===== src/rtl/counter_input_conditioner_pkg.sv =====
// counter_input_conditioner_pkg: shared FSM encoding, default timing constants and width helper
package counter_input_conditioner_pkg;
  typedef enum logic [1:0] {IDLE = 2'd0, HELD = 2'd1, RPT = 2'd2} btn_state_e;
  localparam int DEF_DEB_CYCLES = 16;
  localparam int DEF_REPEAT_FIRST = 0;
  localparam int DEF_REPEAT_PERIOD = 8;
  // never returns less than 1 so degenerate parameters still give a legal vector
  function automatic int clog2(input int v);
    int r = 1;
    while ((1 << r) < v) r++;
    return r;
  endfunction
endpackage


===== src/rtl/counter_input_conditioner_if.sv =====
// counter_input_conditioner_if: raw board inputs and conditioned outputs of the conditioner
interface counter_input_conditioner_if;
  logic BTN_RAW;
  logic SW_RAW;
  logic STEP;
  logic MODE;
  logic BTN_LVL;
  modport master (output BTN_RAW, SW_RAW, input STEP, MODE, BTN_LVL);
  modport slave (input BTN_RAW, SW_RAW, output STEP, MODE, BTN_LVL);
endinterface


===== src/rtl/counter_input_conditioner_debounce_channel.sv =====
// debounce_channel: two-flop synchroniser plus counter-based debouncer with rising-edge pulse
module debounce_channel
  import counter_input_conditioner_pkg::*;
#(
  parameter int DEB_CYCLES = DEF_DEB_CYCLES
) (
  input  logic Clk,
  input  logic RST,
  input  logic raw_in,
  output logic stable_out,
  output logic rise_out
);
  localparam int W = clog2(DEB_CYCLES + 1);
  localparam logic [W-1:0] LAST = W'(DEB_CYCLES - 1);
  logic sync1, sync2;
  logic [W-1:0] cnt;
  always_ff @(posedge Clk) begin
    if (RST) begin
      sync1 <= 1'b0;
      sync2 <= 1'b0;
      stable_out <= 1'b0;
      rise_out <= 1'b0;
      cnt <= '0;
    end else begin
      sync1 <= raw_in;
      sync2 <= sync1;
      rise_out <= 1'b0;
      if (sync2 == stable_out) cnt <= '0;
      else if (cnt == LAST) begin
        stable_out <= sync2;
        rise_out <= sync2;
        cnt <= '0;
      end else cnt <= cnt + 1'b1;
    end
  end
endmodule


===== src/rtl/counter_input_conditioner.sv =====
// counter_input_conditioner: debounced mode level and press/auto-repeat step pulses for the up/down counter
module counter_input_conditioner
  import counter_input_conditioner_pkg::*;
#(
  parameter int DEB_CYCLES = DEF_DEB_CYCLES,
  parameter int REPEAT_FIRST = DEF_REPEAT_FIRST,
  parameter int REPEAT_PERIOD = DEF_REPEAT_PERIOD
) (
  input logic Clk,
  input logic RST,
  counter_input_conditioner_if.slave bus
);
  localparam int TMAX = (REPEAT_FIRST > REPEAT_PERIOD) ? REPEAT_FIRST : REPEAT_PERIOD;
  localparam int TW = clog2(TMAX + 1);
  btn_state_e state, state_nx;
  logic [TW-1:0] tmr, tmr_nx;
  logic step, step_nx, btn_lvl, btn_rise, sw_rise_unused;
  debounce_channel #(.DEB_CYCLES(DEB_CYCLES)) u_btn (
    .Clk(Clk), .RST(RST), .raw_in(bus.BTN_RAW), .stable_out(btn_lvl), .rise_out(btn_rise)
  );
  debounce_channel #(.DEB_CYCLES(DEB_CYCLES)) u_sw (
    .Clk(Clk), .RST(RST), .raw_in(bus.SW_RAW), .stable_out(bus.MODE), .rise_out(sw_rise_unused)
  );
  assign bus.BTN_LVL = btn_lvl;
  assign bus.STEP = step;
  // tmr counts edges since the last pulse, so a pulse fires when it equals the interval
  always_comb begin
    state_nx = state;
    tmr_nx = tmr;
    step_nx = 1'b0;
    case (state)
      IDLE: if (btn_rise) begin
        step_nx = 1'b1;
        tmr_nx = TW'(1);
        state_nx = HELD;
      end
      HELD: if (!btn_lvl) state_nx = IDLE;
        else if (REPEAT_FIRST != 0) begin
          if (tmr == TW'(REPEAT_FIRST)) begin
            step_nx = 1'b1;
            tmr_nx = TW'(1);
            state_nx = RPT;
          end else tmr_nx = tmr + 1'b1;
        end
      RPT: if (!btn_lvl) state_nx = IDLE;
        else if (tmr == TW'(REPEAT_PERIOD)) begin
          step_nx = 1'b1;
          tmr_nx = TW'(1);
        end else tmr_nx = tmr + 1'b1;
      default: state_nx = IDLE;
    endcase
  end
  always_ff @(posedge Clk) begin
    if (RST) begin
      state <= IDLE;
      tmr <= '0;
      step <= 1'b0;
    end else begin
      state <= state_nx;
      tmr <= tmr_nx;
      step <= step_nx;
    end
  end
endmodule

===== src/flat_wrapper.sv =====
// flat-port wrapper written by rule: the top's interface ports become plain ports
module counter_input_conditioner_flat import counter_input_conditioner_pkg::*;
#(
  parameter int DEB_CYCLES = DEF_DEB_CYCLES,
  parameter int REPEAT_FIRST = DEF_REPEAT_FIRST,
  parameter int REPEAT_PERIOD = DEF_REPEAT_PERIOD
)
  (Clk, RST, bus_BTN_RAW, bus_SW_RAW, bus_STEP, bus_MODE, bus_BTN_LVL);
  counter_input_conditioner_if bus_i ();
  input logic Clk;
  input logic RST;
  input wire logic [$bits(bus_i.BTN_RAW)-1:0] bus_BTN_RAW;
  input wire logic [$bits(bus_i.SW_RAW)-1:0] bus_SW_RAW;
  output wire logic [$bits(bus_i.STEP)-1:0] bus_STEP;
  output wire logic [$bits(bus_i.MODE)-1:0] bus_MODE;
  output wire logic [$bits(bus_i.BTN_LVL)-1:0] bus_BTN_LVL;
  assign bus_i.BTN_RAW = bus_BTN_RAW;
  assign bus_i.SW_RAW = bus_SW_RAW;
  assign bus_STEP = bus_i.STEP;
  assign bus_MODE = bus_i.MODE;
  assign bus_BTN_LVL = bus_i.BTN_LVL;
  counter_input_conditioner #(.DEB_CYCLES(DEB_CYCLES), .REPEAT_FIRST(REPEAT_FIRST), .REPEAT_PERIOD(REPEAT_PERIOD)) u_core (.Clk(Clk), .RST(RST), .bus(bus_i));
endmodule

===== config.mk =====
export PLATFORM = sky130hd
export DESIGN_NAME = counter_input_conditioner_flat
export DESIGN_NICKNAME = d
export VERILOG_FILES = /design/src/rtl/counter_input_conditioner_pkg.sv /design/src/rtl/counter_input_conditioner_if.sv /design/src/rtl/counter_input_conditioner_debounce_channel.sv /design/src/rtl/counter_input_conditioner.sv /design/src/flat_wrapper.sv
export SDC_FILE = /design/constraint.sdc
export NUM_CORES = 1
export LEC_CHECK = 0
export ABC_AREA = 1
export CAP_MARGIN = 20
export CORE_AREA = 2 2 39 41
export CTS_BUF_LIST = sky130_fd_sc_hd__clkbuf_4
export CTS_CLUSTER_DIAMETER = 120
export CTS_CLUSTER_SIZE = 14
export DETAILED_ROUTE_END_ITERATION = 8
export DIE_AREA = 0 0 41 43
export HOLD_SLACK_MARGIN = 0.06
export PLACE_DENSITY_LB_ADDON = 0.08
export SLEW_MARGIN = 0
export SYNTH_ARGS = -nofsm -noshare
export SYNTH_HDL_FRONTEND = slang
export SYNTH_SLANG_ARGS = --single-unit

===== constraint.sdc =====
create_clock -name Clk -period 2.9 [get_ports Clk]
set_clock_uncertainty 0.15 [all_clocks]
set_input_delay 0.29 -clock Clk [delete_from_list [all_inputs] [get_ports Clk]]
set_output_delay 0.29 -clock Clk [all_outputs]
set_load 0.005 [all_outputs]

==> qor.csv <==
stage;metric;value;unit
run_status;status;completed;
power_and_ir_drop;pwr-share-clk;33.0;%
synth;yosys-top-cells-area;dfxtp_1 50%, inv_1 7.9%, nor2_1 7.4%, ha_1 6.6%, nand2_1 6.4%;
cts;clock_latency;290;ps
power_and_ir_drop;power.leakage;0.334;nW
finish;nNetsFinal;104;
critical_path;worstPathArrival;1270;ps
global_routing;track_usage;14.9;%
critical_path;path_cells;clkdlybuf4s50_1;
finish;synthToLayoutAreaGrowth;13.0;%
synth;syn-num-nets;94;
timing;tns;0;ps
min_path;hold_path_class;flip-flop to flip-flop;
synth;ys_seq_area_share;49.9;%
critical_path;cp_top_family;buffers and inverters;
detailed_routing;routed_wl;997;µm
cts;cts-root-buf;clkbuf_4;
critical_path;cp-start-kind;flip-flop;
cts;cts_tree;built;
placed_design;io_buffers;6;
synth;yosysTopAreaCellShare;49.9;%
global_routing;grt_pass1_vias;396;
floorplan;initial_utilization;55.1;%
timing;fin_crit_sh;59.0;%
cts;post_cts_buffers;0;
placed_design;placed_cell_area;831;µm²
detailed_routing;vias;500;
timing;fmax;0.585;GHz
global_routing;grt_max_degree;11;
floorplan;rows;14;
synth;synthesis.instances;86;
global_routing;grt_pass1_wl;1640;µm
finish;drive_gt1_share;12.6;%
finish;finalInstanceArea;861;µm²
critical_path;path_class;flip-flop to output pin;
timing;rsz0062_at_grt;false;
cts;clk_pin_slew;100;ps
critical_path;slowest_stage;clkdlybuf4s50_1;
power_and_ir_drop;power;0.000422;W
cts;cts_num_sinks;19;
synth;yosysTopAreaCell;dfxtp_1;
floorplan;die_x;41;µm
power_and_ir_drop;power.density;490;mW/mm²
detailed_routing;via_per_inst;4.50;
global_routing;antenna_found_initial;0;
synth;ys_warn_count;0;
power_and_ir_drop;power.internal;0.000335;W
cts;cts_max_level;1;
detailed_routing;wl_per_cell;8.98;µm
detailed_routing;first_iter_violations;6;
finish;instances_no_fill;111;
floorplan;core-area;0.00138;mm²
power_and_ir_drop;ir_drop;0.332;mV
detailed_routing;drt_first_pass_iters;4;
cts;cts_made_buffers;3;
power_and_ir_drop;p_sw;0.0000870;W
critical_path;crit_fanout;6;
critical_path;crit_required;2460;ps
timing;maxSlewViolCount;0;
synth;avgSynthCellArea;8.86;µm²
placed_design;dp_hpwl;750;µm
critical_path;path_buf_inv;1;
flow_run;max_cap_violations;0;
timing;setup_viol;0;
timing;period_minus_slack;1710;ps
power_and_ir_drop;sw_frac_of_total;20.6;%
timing;hold_viol_final;0;
placed_design;globalplace.congestion;0.665;
critical_path;worst_path_largest_cell_delay;540;ps
synth;syn_area;762;µm²
cts;ctsHoldBuffers;0;
cts;max-clock-path-buffers;2;
synth;ys_ff_latch;19;
power_and_ir_drop;seqPwrFrac;63.1;%
global_routing;grt.overflow.total;0;
power_and_ir_drop;pwr-share-comb;4.0;%
critical_path;endpoint_kind;output pin;
timing;slew_headroom;67.1;%
floorplan;die_y;43;µm
cts;post_cts_resized;0;
timing;worst_pin_slew;491;ps
floorplan;dieArea;0.00176;mm²
finish;fillers;132;
finish;diodes;0;
floorplan;ioPinCount;7;
synth;synth.distinct_cells;18;
detailed_routing;antenna_left;0;
placed_design;place_inst;107;
detailed_routing;drc_errors;0;
[logic make-up after synthesis]
logic type	share of synthesized area [%]
buffers and inverters	9.36
adders and majority gates	6.57
xor gates and xnor gates	2.30
AOI/OAI and AO/OA	2.63
and+or+nand+nor	29.2
DFF	49.9
[routing by layer]
metal / vias to the layer above / global-route usage (%) / part of all wire, %
met1: 208 / 17.8 / 51
met2: 9 / 18.8 / 43
met5: - / 0 / 0
met3: 4 / 7.85 / 3.3
li1: 279 / - / -
met4: 0 / 12.0 / 2.7
[per-stage QoR]
step / util (%) / setup slack (ps) / hold WS [ps]
CTS: 62.2 / 1170 / 265
global route: 62.2 / 1110 / 288
finish: 62.2 / 1190 / 263
detailed placement: 60.0 / 1280 / 249
global placement: 60.0 / 1300 / 253
floorplan: - / 1500 / 238
[cell type report]
class	instances	area (µm²)	area share [%]
Clock buffer	4	30.0	3.49
Inverter	16	60.1	6.98
Multi-Input combinational cell	50	310	36.0
Sequential cell	19	380	44.2
Tap cell	16	20.0	2.33
Timing Repair Buffer	6	60.1	6.98
[state kept, by name, summed over array words and instances (netlist names)]
name / cells
u_core.state: 1
u_core.u_sw.stable_out: 1
u_core.u_btn.rise_out: 1
u_core.u_btn.sync1: 1
u_core.u_btn.cnt: 5
u_core.u_btn.stable_out: 1
u_core.u_btn.sync2: 1
u_core.bus.STEP: 1
u_core.u_sw.cnt: 5
u_core.u_sw.sync1: 1
u_core.u_sw.sync2: 1
[layout by cell type (no fill, tap or decap), types with 2 or more instances in the layout]
| master | netlist | routed |
|---|---|---|
| nor2_2 | 2 | 2 |
| clkdlybuf4s50_1 | 0 | 6 |
| nand3_1 | 2 | 2 |
| xnor2_1 | 2 | 2 |
| a21oi_1 | 2 | 2 |
| nor2_1 | 15 | 15 |
| ha_1 | 4 | 4 |
| nand3_4 | 2 | 2 |
| inv_1 | 16 | 16 |
| clkbuf_4 | 0 | 4 |
| dfxtp_1 | 19 | 19 |
| nand4_1 | 2 | 2 |
| nand2_1 | 13 | 13 |
[power by group through the flow]
| stage | Clock (W) | Combinational, W | Sequential [W] |
|---|---|---|---|
| global route | 0.000155 | 0.0000187 | 0.000266 |
| CTS | 0.000144 | 0.0000170 | 0.000266 |
| floorplan | 0 | 0.0000128 | 0.000272 |
| global placement | 0 | 0.0000167 | 0.000272 |
| finish | 0.000139 | 0.0000167 | 0.000266 |
| detailed placement | 0 | 0.0000169 | 0.000272 |
[synth_stat cells]
cell type	instances
buf_6	1
dfxtp_1	19
nor2_1	15
nand2_1	13
o21ai_1	1
a21oi_1	2
nor3_2	1
nand3_1	2
nor2_8	1
nor2_4	1
o21ai_0	1
inv_1	16
nand3_4	2
nand2_2	1
ha_1	4
xnor2_1	2
nand4_1	2
nor2_2	2
[final timing paths]
kind / startpoint / end / slack (ps) / cells past startpoint
worst min register to register: u_core.u_sw.sync1 / u_core.u_sw.sync2 / 260 / 2
worst max register to register: u_core.u_btn.cnt[0] / u_core.u_btn.cnt[3] / 1370 / 7
worst min-delay path: u_core.u_sw.sync1 / u_core.u_sw.sync2 / 260 / 2
worst max-delay path: u_core.u_btn.stable_out / bus_BTN_LVL / 1190 / 1
Power figures use the tool's default switching activity.
